[config.mk]
export PLATFORM = sky130hd
export DESIGN_NAME = fetch_stage_flat
export DESIGN_NICKNAME = d
export VERILOG_FILES = /design/src/rtl/fetch_if.sv /design/src/rtl/fetch_stage.sv /design/src/flat_wrapper.sv
export SDC_FILE = /design/constraint.sdc
export NUM_CORES = 1
export LEC_CHECK = 0
export BUFFER_PORTS_ARGS = -buffer_cell sky130_fd_sc_hd__clkbuf_2
export CORE_MARGIN = 4
export CORE_UTILIZATION = 35
export CTS_BUF_LIST = sky130_fd_sc_hd__clkbuf_4
export CTS_CLUSTER_SIZE = 20
export DETAILED_ROUTE_END_ITERATION = 12
export GPL_ROUTABILITY_DRIVEN = 0
export REMOVE_ABC_BUFFERS = 1
export SLEW_MARGIN = 20
export SYNTH_ARGS = -nofsm -noshare
export SYNTH_HDL_FRONTEND = slang
export SYNTH_SLANG_ARGS = --single-unit
[constraint.sdc]
create_clock -name clk -period 2.95 [get_ports clk]
set_input_delay 0.4425 -clock clk [delete_from_list [all_inputs] [get_ports clk]]
set_output_delay 0.4425 -clock clk [all_outputs]
set_load 0.005 [all_outputs]
[src/rtl/fetch_if.sv]
// Fetch-stage bus bundle: instruction-memory read handshake, MEM-stage redirect,
// and the registered instruction triple handed to decode.
interface fetch_if;
  logic        imem_read;
  logic [15:0] imem_address;
  logic        imem_resp;
  logic [15:0] imem_rdata;
  logic        redirect;
  logic [15:0] redirect_pc;
  logic        stall;
  logic        if_valid;
  logic [15:0] if_inst;
  logic [15:0] if_pc;
  logic [15:0] if_pc_next;

  modport master (
    output imem_read, imem_address, if_valid, if_inst, if_pc, if_pc_next,
    input  imem_resp, imem_rdata, redirect, redirect_pc, stall
  );

  modport slave (
    input  imem_read, imem_address, if_valid, if_inst, if_pc, if_pc_next,
    output imem_resp, imem_rdata, redirect, redirect_pc, stall
  );
endinterface

[src/rtl/fetch_stage.sv]
// LC-3b instruction fetch: PC, imem read handshake, one-entry skid buffer, redirect squash.
// Optional FETCH_PERF_EN adds saturating accepted/stalled cycle counters.
module fetch_stage #(
  parameter logic [15:0] RESET_PC = 16'h0000
) (
  input  logic        clk,
  input  logic        reset_n,
  fetch_if.master     bus
`ifdef FETCH_PERF_EN
  ,
  output logic [31:0] fetch_count,
  output logic [31:0] stall_count
`endif
);

  typedef enum logic [1:0] {RUN, FULL, SQUASH} state_t;

  state_t      r_state;
  logic [15:0] r_pc;
  logic [15:0] r_squash_addr;
  logic [15:0] r_buf_inst;
  logic [15:0] r_buf_pc;
  logic        r_valid;
  logic [15:0] r_inst;
  logic [15:0] r_if_pc;
  logic [15:0] r_if_pc_next;

  logic [15:0] w_pc_inc;
  logic [15:0] w_redirect_pc;
  logic        w_load;

  assign w_pc_inc      = r_pc + 16'd2;
  assign w_redirect_pc = bus.redirect_pc & 16'hFFFE;
  assign w_load        = !r_valid || !bus.stall;

  // SQUASH keeps presenting the abandoned address until its response retires it
  assign bus.imem_read    = reset_n && (r_state != FULL);
  assign bus.imem_address = (r_state == SQUASH) ? r_squash_addr : r_pc;

  assign bus.if_valid   = r_valid;
  assign bus.if_inst    = r_inst;
  assign bus.if_pc      = r_if_pc;
  assign bus.if_pc_next = r_if_pc_next;

  always_ff @(posedge clk or negedge reset_n) begin
    if (!reset_n) begin
      r_state       <= RUN;
      r_pc          <= RESET_PC;
      r_squash_addr <= 16'h0000;
      r_buf_inst    <= 16'h0000;
      r_buf_pc      <= 16'h0000;
      r_valid       <= 1'b0;
      r_inst        <= 16'h0000;
      r_if_pc       <= 16'h0000;
      r_if_pc_next  <= 16'h0000;
    end else if (bus.redirect) begin
      r_valid    <= 1'b0;
      r_buf_inst <= 16'h0000;
      r_buf_pc   <= 16'h0000;
      r_pc       <= w_redirect_pc;
      case (r_state)
        RUN: begin
          if (!bus.imem_resp) begin
            r_squash_addr <= r_pc;
            r_state       <= SQUASH;
          end
        end
        FULL:    r_state <= RUN;
        default: r_state <= r_state;
      endcase
    end else begin
      case (r_state)
        RUN: begin
          if (bus.imem_resp) begin
            r_pc <= w_pc_inc;
            if (w_load) begin
              r_inst       <= bus.imem_rdata;
              r_if_pc      <= r_pc;
              r_if_pc_next <= w_pc_inc;
              r_valid      <= 1'b1;
            end else begin
              r_buf_inst <= bus.imem_rdata;
              r_buf_pc   <= r_pc;
              r_state    <= FULL;
            end
          end else if (!bus.stall) begin
            r_valid <= 1'b0;
          end
        end
        FULL: begin
          if (!bus.stall) begin
            r_inst       <= r_buf_inst;
            r_if_pc      <= r_buf_pc;
            r_if_pc_next <= r_buf_pc + 16'd2;
            r_valid      <= 1'b1;
            r_state      <= RUN;
          end
        end
        SQUASH: begin
          if (bus.imem_resp) r_state <= RUN;
        end
        default: r_state <= RUN;
      endcase
    end
  end

`ifdef FETCH_PERF_EN
  logic [31:0] r_fetch_count;
  logic [31:0] r_stall_count;

  always_ff @(posedge clk or negedge reset_n) begin
    if (!reset_n) begin
      r_fetch_count <= 32'd0;
      r_stall_count <= 32'd0;
    end else if (r_valid) begin
      if (!bus.stall) begin
        if (r_fetch_count != 32'hFFFF_FFFF) r_fetch_count <= r_fetch_count + 32'd1;
      end else begin
        if (r_stall_count != 32'hFFFF_FFFF) r_stall_count <= r_stall_count + 32'd1;
      end
    end
  end

  assign fetch_count = r_fetch_count;
  assign stall_count = r_stall_count;
`endif

endmodule

[src/flat_wrapper.sv]
// flat-port wrapper written by rule: the top's interface ports become plain ports
module fetch_stage_flat 
#(
  parameter logic [15:0] RESET_PC = 16'h0000
)
  (clk, reset_n, bus_imem_read, bus_imem_address, bus_if_valid, bus_if_inst, bus_if_pc, bus_if_pc_next, bus_imem_resp, bus_imem_rdata, bus_redirect, bus_redirect_pc, bus_stall);
  fetch_if bus_i ();
  input  logic clk;
  input  logic reset_n;
  output wire logic [$bits(bus_i.imem_read)-1:0] bus_imem_read;
  output wire logic [$bits(bus_i.imem_address)-1:0] bus_imem_address;
  output wire logic [$bits(bus_i.if_valid)-1:0] bus_if_valid;
  output wire logic [$bits(bus_i.if_inst)-1:0] bus_if_inst;
  output wire logic [$bits(bus_i.if_pc)-1:0] bus_if_pc;
  output wire logic [$bits(bus_i.if_pc_next)-1:0] bus_if_pc_next;
  input wire logic [$bits(bus_i.imem_resp)-1:0] bus_imem_resp;
  input wire logic [$bits(bus_i.imem_rdata)-1:0] bus_imem_rdata;
  input wire logic [$bits(bus_i.redirect)-1:0] bus_redirect;
  input wire logic [$bits(bus_i.redirect_pc)-1:0] bus_redirect_pc;
  input wire logic [$bits(bus_i.stall)-1:0] bus_stall;
  assign bus_imem_read = bus_i.imem_read;
  assign bus_imem_address = bus_i.imem_address;
  assign bus_if_valid = bus_i.if_valid;
  assign bus_if_inst = bus_i.if_inst;
  assign bus_if_pc = bus_i.if_pc;
  assign bus_if_pc_next = bus_i.if_pc_next;
  assign bus_i.imem_resp = bus_imem_resp;
  assign bus_i.imem_rdata = bus_imem_rdata;
  assign bus_i.redirect = bus_redirect;
  assign bus_i.redirect_pc = bus_redirect_pc;
  assign bus_i.stall = bus_stall;
  fetch_stage #(.RESET_PC(RESET_PC)) u_core (.clk(clk), .reset_n(reset_n), .bus(bus_i));
endmodule
# == Word-level counts from Yosys, hierarchy flattened ==
# Index checks and enable logic that the tools add are counted.
# word_totals
input_bits,37
out_inout_bits,66
wordCells,81
ff_bits,115
# op_classes
mux,38
bitwise,2
reduce_logical,15
eq_ne,15
add_sub_neg,2
# op_table
op,count
$mux 16,21
$pmux 16 s2,3
$add 16x2->16 const B,2
$ne 3x3->1 const B,5
$mux 2,6
$ne 2x2->1 const B,3
$pmux 2 s3,1
$reduce_and 3->1,2
$reduce_and 6->1,1
$reduce_bool 2->1,3
$mux 1,5
$reduce_and 5->1,1
$ne 2x1->1 const B,2
$ne 4x3->1 const B,1
$ne 4x4->1 const B,1
$pmux 2 s2,1
$reduce_and 4->1,1
$ne 3x1->1 const B,1
$reduce_bool 3->1,1
$eq 2x1->1 const B,1
$eq 2x2->1 const B,1
$logic_not 1->1,2
$logic_not 2->1,1
$not 1->1,2
other kinds (4),4

# == Depth between registers and ports, before layout ==
# logic_depth
word_depth,6
depth_mapped,7
mapped_depth_nobuf,6

# == Worst setup path before layout ==
# OpenSTA, ideal clock, no wires.
# synth_timing
path_type,register to output
from,register u_core.r_state[1]
to,output bus_imem_address[12]
slack_ns,1.046
required_ns,2.508
path_stages_with_launch,6
arrival_time_ns,1.462
cell_sequence,dfrtp_1 buf_2 nor2b_1 clkbuf_1 buf_2 mux2_2
# synth_via
elab_chain_len,2
# synth_rtl
element,line_no,text
"start, declared",fetch_stage.sv:18,state_t r_state;
"start signal, assigned",fetch_stage.sv:69,default: r_state <= r_state;
$eq 2x2->1,fetch_stage.sv:38,assign bus.imem_address = (r_state == SQUASH) ? r_squash_addr : r_pc;
$mux 16,fetch_stage.sv:38,
"end, declared",flat_wrapper.sv:11,output wire logic [$bits(bus_i.imem_address)-1:0] bus_imem_address;
# No other way between the ends.

# == Worst setup path in the final report ==
# layout_timing
from,register u_core.r_state[1]
to,output bus_imem_address[5]
# The elaborated chain is that of the path after synthesis.

==> summary.md <==
| Metric | Value |
|---|---|
| ANT cells | `0` |
| Leak Pwr | `between 2 and 3 nW` |
| DR vias/cell | `~4.9` |
| Yosys reg bits | `112` |
| Final worst slack | `479 ps` |
| Arrival time at the worst endpoint | `a little over 2000 ps` |
| Share of layout cells above drive strength 1 | `27.2%` |
| Ports | `103` |
| HPWL after detailed placement | `around 9.2 mm` |
| Max Clk Rate | `0.405 GHz` |
| CP Launch Type | `register` |
| Post-synth ARST share | `between 90% and 100%` |
| RSZ-0062 raised after global routing | `no` |
| Gr usage total | `between 10% and 20%` |
| Critical Path, Cell by Cell | `nor2b_1 > buf_4 > mux2_2 > clkbuf_2` |
| Setup violators final | `0` |
| Area after DPL | `between 0.006 and 0.007 mm^2` |
| Nets | `approximately 640` |
| Yosys warning total | `0` |
| Final Hold Viols | `0` |
| Post-CTS Setup Inserts | `0` |
| Drc violations | `0` |
| Post-synthesis sequential area ratio | `about half` |
| Clock period minus final worst setup slack | `2470 ps` |
| Total power | `~3.5 mW` |
| Worst-skew pair later-pin latency | `~480 ps` |
| Drt first pass iters | `4` |
| Tightest Hold Check Type | `primary input to asynchronous set/reset pin` |
| Critical path's slowest cell | `dfrtp_1` |
| Clk root buf | `clkbuf_4` |
| Slew headroom | `33.8%` |
| Initial core utilization | `35.9%` |
| Vias | `4018` |
| FF-to-FF setup slack | `780 ps` |
| Final Max Slew Viols | `0` |
| Clock skew | `between 15 and 20 ps` |
| Max clock buf depth | `2` |
| Post-route cell area | `around 0.0063 mm^2` |
| Total gr overflow | `0` |
| Port Buffer Count | `100` |
| Clk sinks | `approximately 110` |
| CTS tree | `yes` |
| First-pass GRT wire length | `between 20 and 25 mm` |
| Req. time, crit path | `~2500 ps` |
| Final std cells w/o fill | `between 800 and 900` |
| Chip width | `133 um` |
| Die Y-Extent | `133 um` |
| Total negative slack | `0 ps` |
| Average size of a mapped cell | `~11 um^2` |
| Die area | `0.0177 mm^2` |
| Layout area overhead | `14.8%` |
| FF-to-FF End | `u_core.bus.if_inst[1]` |
| Area of the core | `about 0.015 mm^2` |
| Hold slack | `approximately 18 ps` |
| Predominant post-synthesis flop cell | `dfrtp_1` |
| Maxcap violations | `0` |
| Post-CTS Resized | `0` |
| Most frequent cells in the layout | `dfrtp_1 (112), clkbuf_2 (99), nand2_1 (79), o21ai_0 (54), mux2i_1 (38)` |
| Library cells used by synthesis | `40` |
| Final core utilization | `between 40% and 50%` |
| Post-synth EDFFs | `0` |
| Post-synthesis cell count | `between 500 and 600` |
| H-tree lvl count | `3` |
| Worst-case reg-to-reg path depth | `5` |
| Initial antenna violation count | `0` |
| CTS Buf Count | `9` |
| Inst Count DP | `around 800` |
| Slowest cell delay on critical path | `630 ps` |
| WS Path Type | `register to output port` |
| VDD IR max | `~0.19 mV` |
| Routed WL | `~13 mm` |
| Commonest non-fill, non-tap cell in the layout | `dfrtp_1` |
| Avg WL per Cell | `around 16 um` |
| Pwr/cell area | `about 560 mW/mm^2` |
| Worst-path fanout max | `15` |
| CTS clk-pin slew, worst paths | `around 160 ps` |
| Vias in the first global route | `4057` |
| Cell Area, Synth | `between 0.005 and 0.006 mm^2` |
| Largest net degree at the start of global routing | `approximately 110` |
| Final Cycle Share | `between 80% and 90%` |
| DP Worst Slack | `around 800 ps` |
| Status | `complete, no violations` |
| Tightest Pin Transition | `about 990 ps` |
| Worst r2r src | `u_core.r_state[1]` |
| Antenna Violating Nets Remaining | `0` |
| Number of hold buffers added after CTS | `0` |
| # rows | `between 40 and 50` |
| Worst setup EP type | `output port` |
| Layout fillers | `~1500` |
| DRT iter0 DRCs | `215` |
[registers in the layout (all words and copies together) (netlist names)]
signal and cells:
u_core.bus.if_pc 15, u_core.r_squash_addr 15, u_core.r_pc 15, u_core.bus.if_pc_next 16
u_core.r_buf_pc 16, u_core.r_buf_inst 16, u_core.bus.if_inst 16, u_core.bus.if_valid 1
u_core.r_state 2
[final cells by class]
type	instances	area (um^2)	share of cell area, %
repair buffers	110	603	9.61
well taps	211	264	4.20
clock buffers	10	75.1	1.20
inverters	3	11.3	0.179
multi-input cells	362	2470	39.4
flip-flops and latches	112	2800	44.6
clock inverters	5	48.8	0.777
[kinds of logic (layout without fill, tap and decap cells)]
group,Yosys count,count (layout),share of synthesized area [%]
flip-flops,112,112,51.2
XOR/XNOR,40,40,6.40
buffers and inverters,46,128,4.00
multiplexers,68,68,13.1
AO/OA/AOI/OAI,103,103,12.0
other,1,1,0.0686
adder cells (fa/ha/maj),2,2,0.457
AND/OR/NAND/NOR,148,148,12.7
[where the power goes]
group / leakage (nW) / internal [mW] / switching (mW)
sequential: 1.44 / 1.80 / 0.194
combinational: 1.29 / 0.411 / 0.400
clock: 0.0734 / 0.258 / 0.482
total: 2.81 / 2.46 / 1.08
[critical path, delay by kind of cell (launching register included)]
family	cells	cell delay (ps)
and+or+nand+nor	1	190
DFF	1	630
muxes	1	370
buffers and inverters	2	360
[worst max path at each step]
stage / startpoint / end / slack (ps) / cells after the start
6_report: u_core.r_state[1] / bus_imem_address[5] / 480 / 4
5_1_grt: u_core.r_state[1] / bus_imem_address[5] / 330 / 4
4_1_cts: u_core.r_state[1] / bus_imem_address[2] / 410 / 4
3_5_place_dp: bus_redirect / u_core.bus.if_inst[1] / 800 / 6
3_3_place_gp: bus_redirect / u_core.bus.if_pc_next[3] / 870 / 6
2_1_floorplan: u_core.r_state[1] / u_core.bus.if_pc_next[12] / 220 / 3
[per-layer routing]
metal  part of all wire (%)  global-route usage [%]
met1                     48                    21.0
met2                     46                    24.0
met3                    5.8                    4.22
met4                   0.80                    3.12
met5                      0                       0
[synth_stat cells (all sizes together), types with 3 or more instances]
cell type | number | area share (%)
nand3 | 12 | 1.1
dfrtp | 112 | 51
nor2 | 22 | 1.6
mux2 | 30 | 6.2
nor3 | 7 | 0.73
inv | 3 | 0.21
a21oi | 3 | 0.27
and3 | 3 | 0.34
nor4 | 6 | 0.80
xnor2 | 27 | 4.3
nand4 | 8 | 0.91
buf | 29 | 2.8
clkbuf | 14 | 0.96
nand2 | 79 | 5.4
o21ai | 60 | 5.5
a22o | 31 | 5.0
mux2i | 38 | 7.0
xor2 | 13 | 2.1
(Power assumes the default switching activity.)
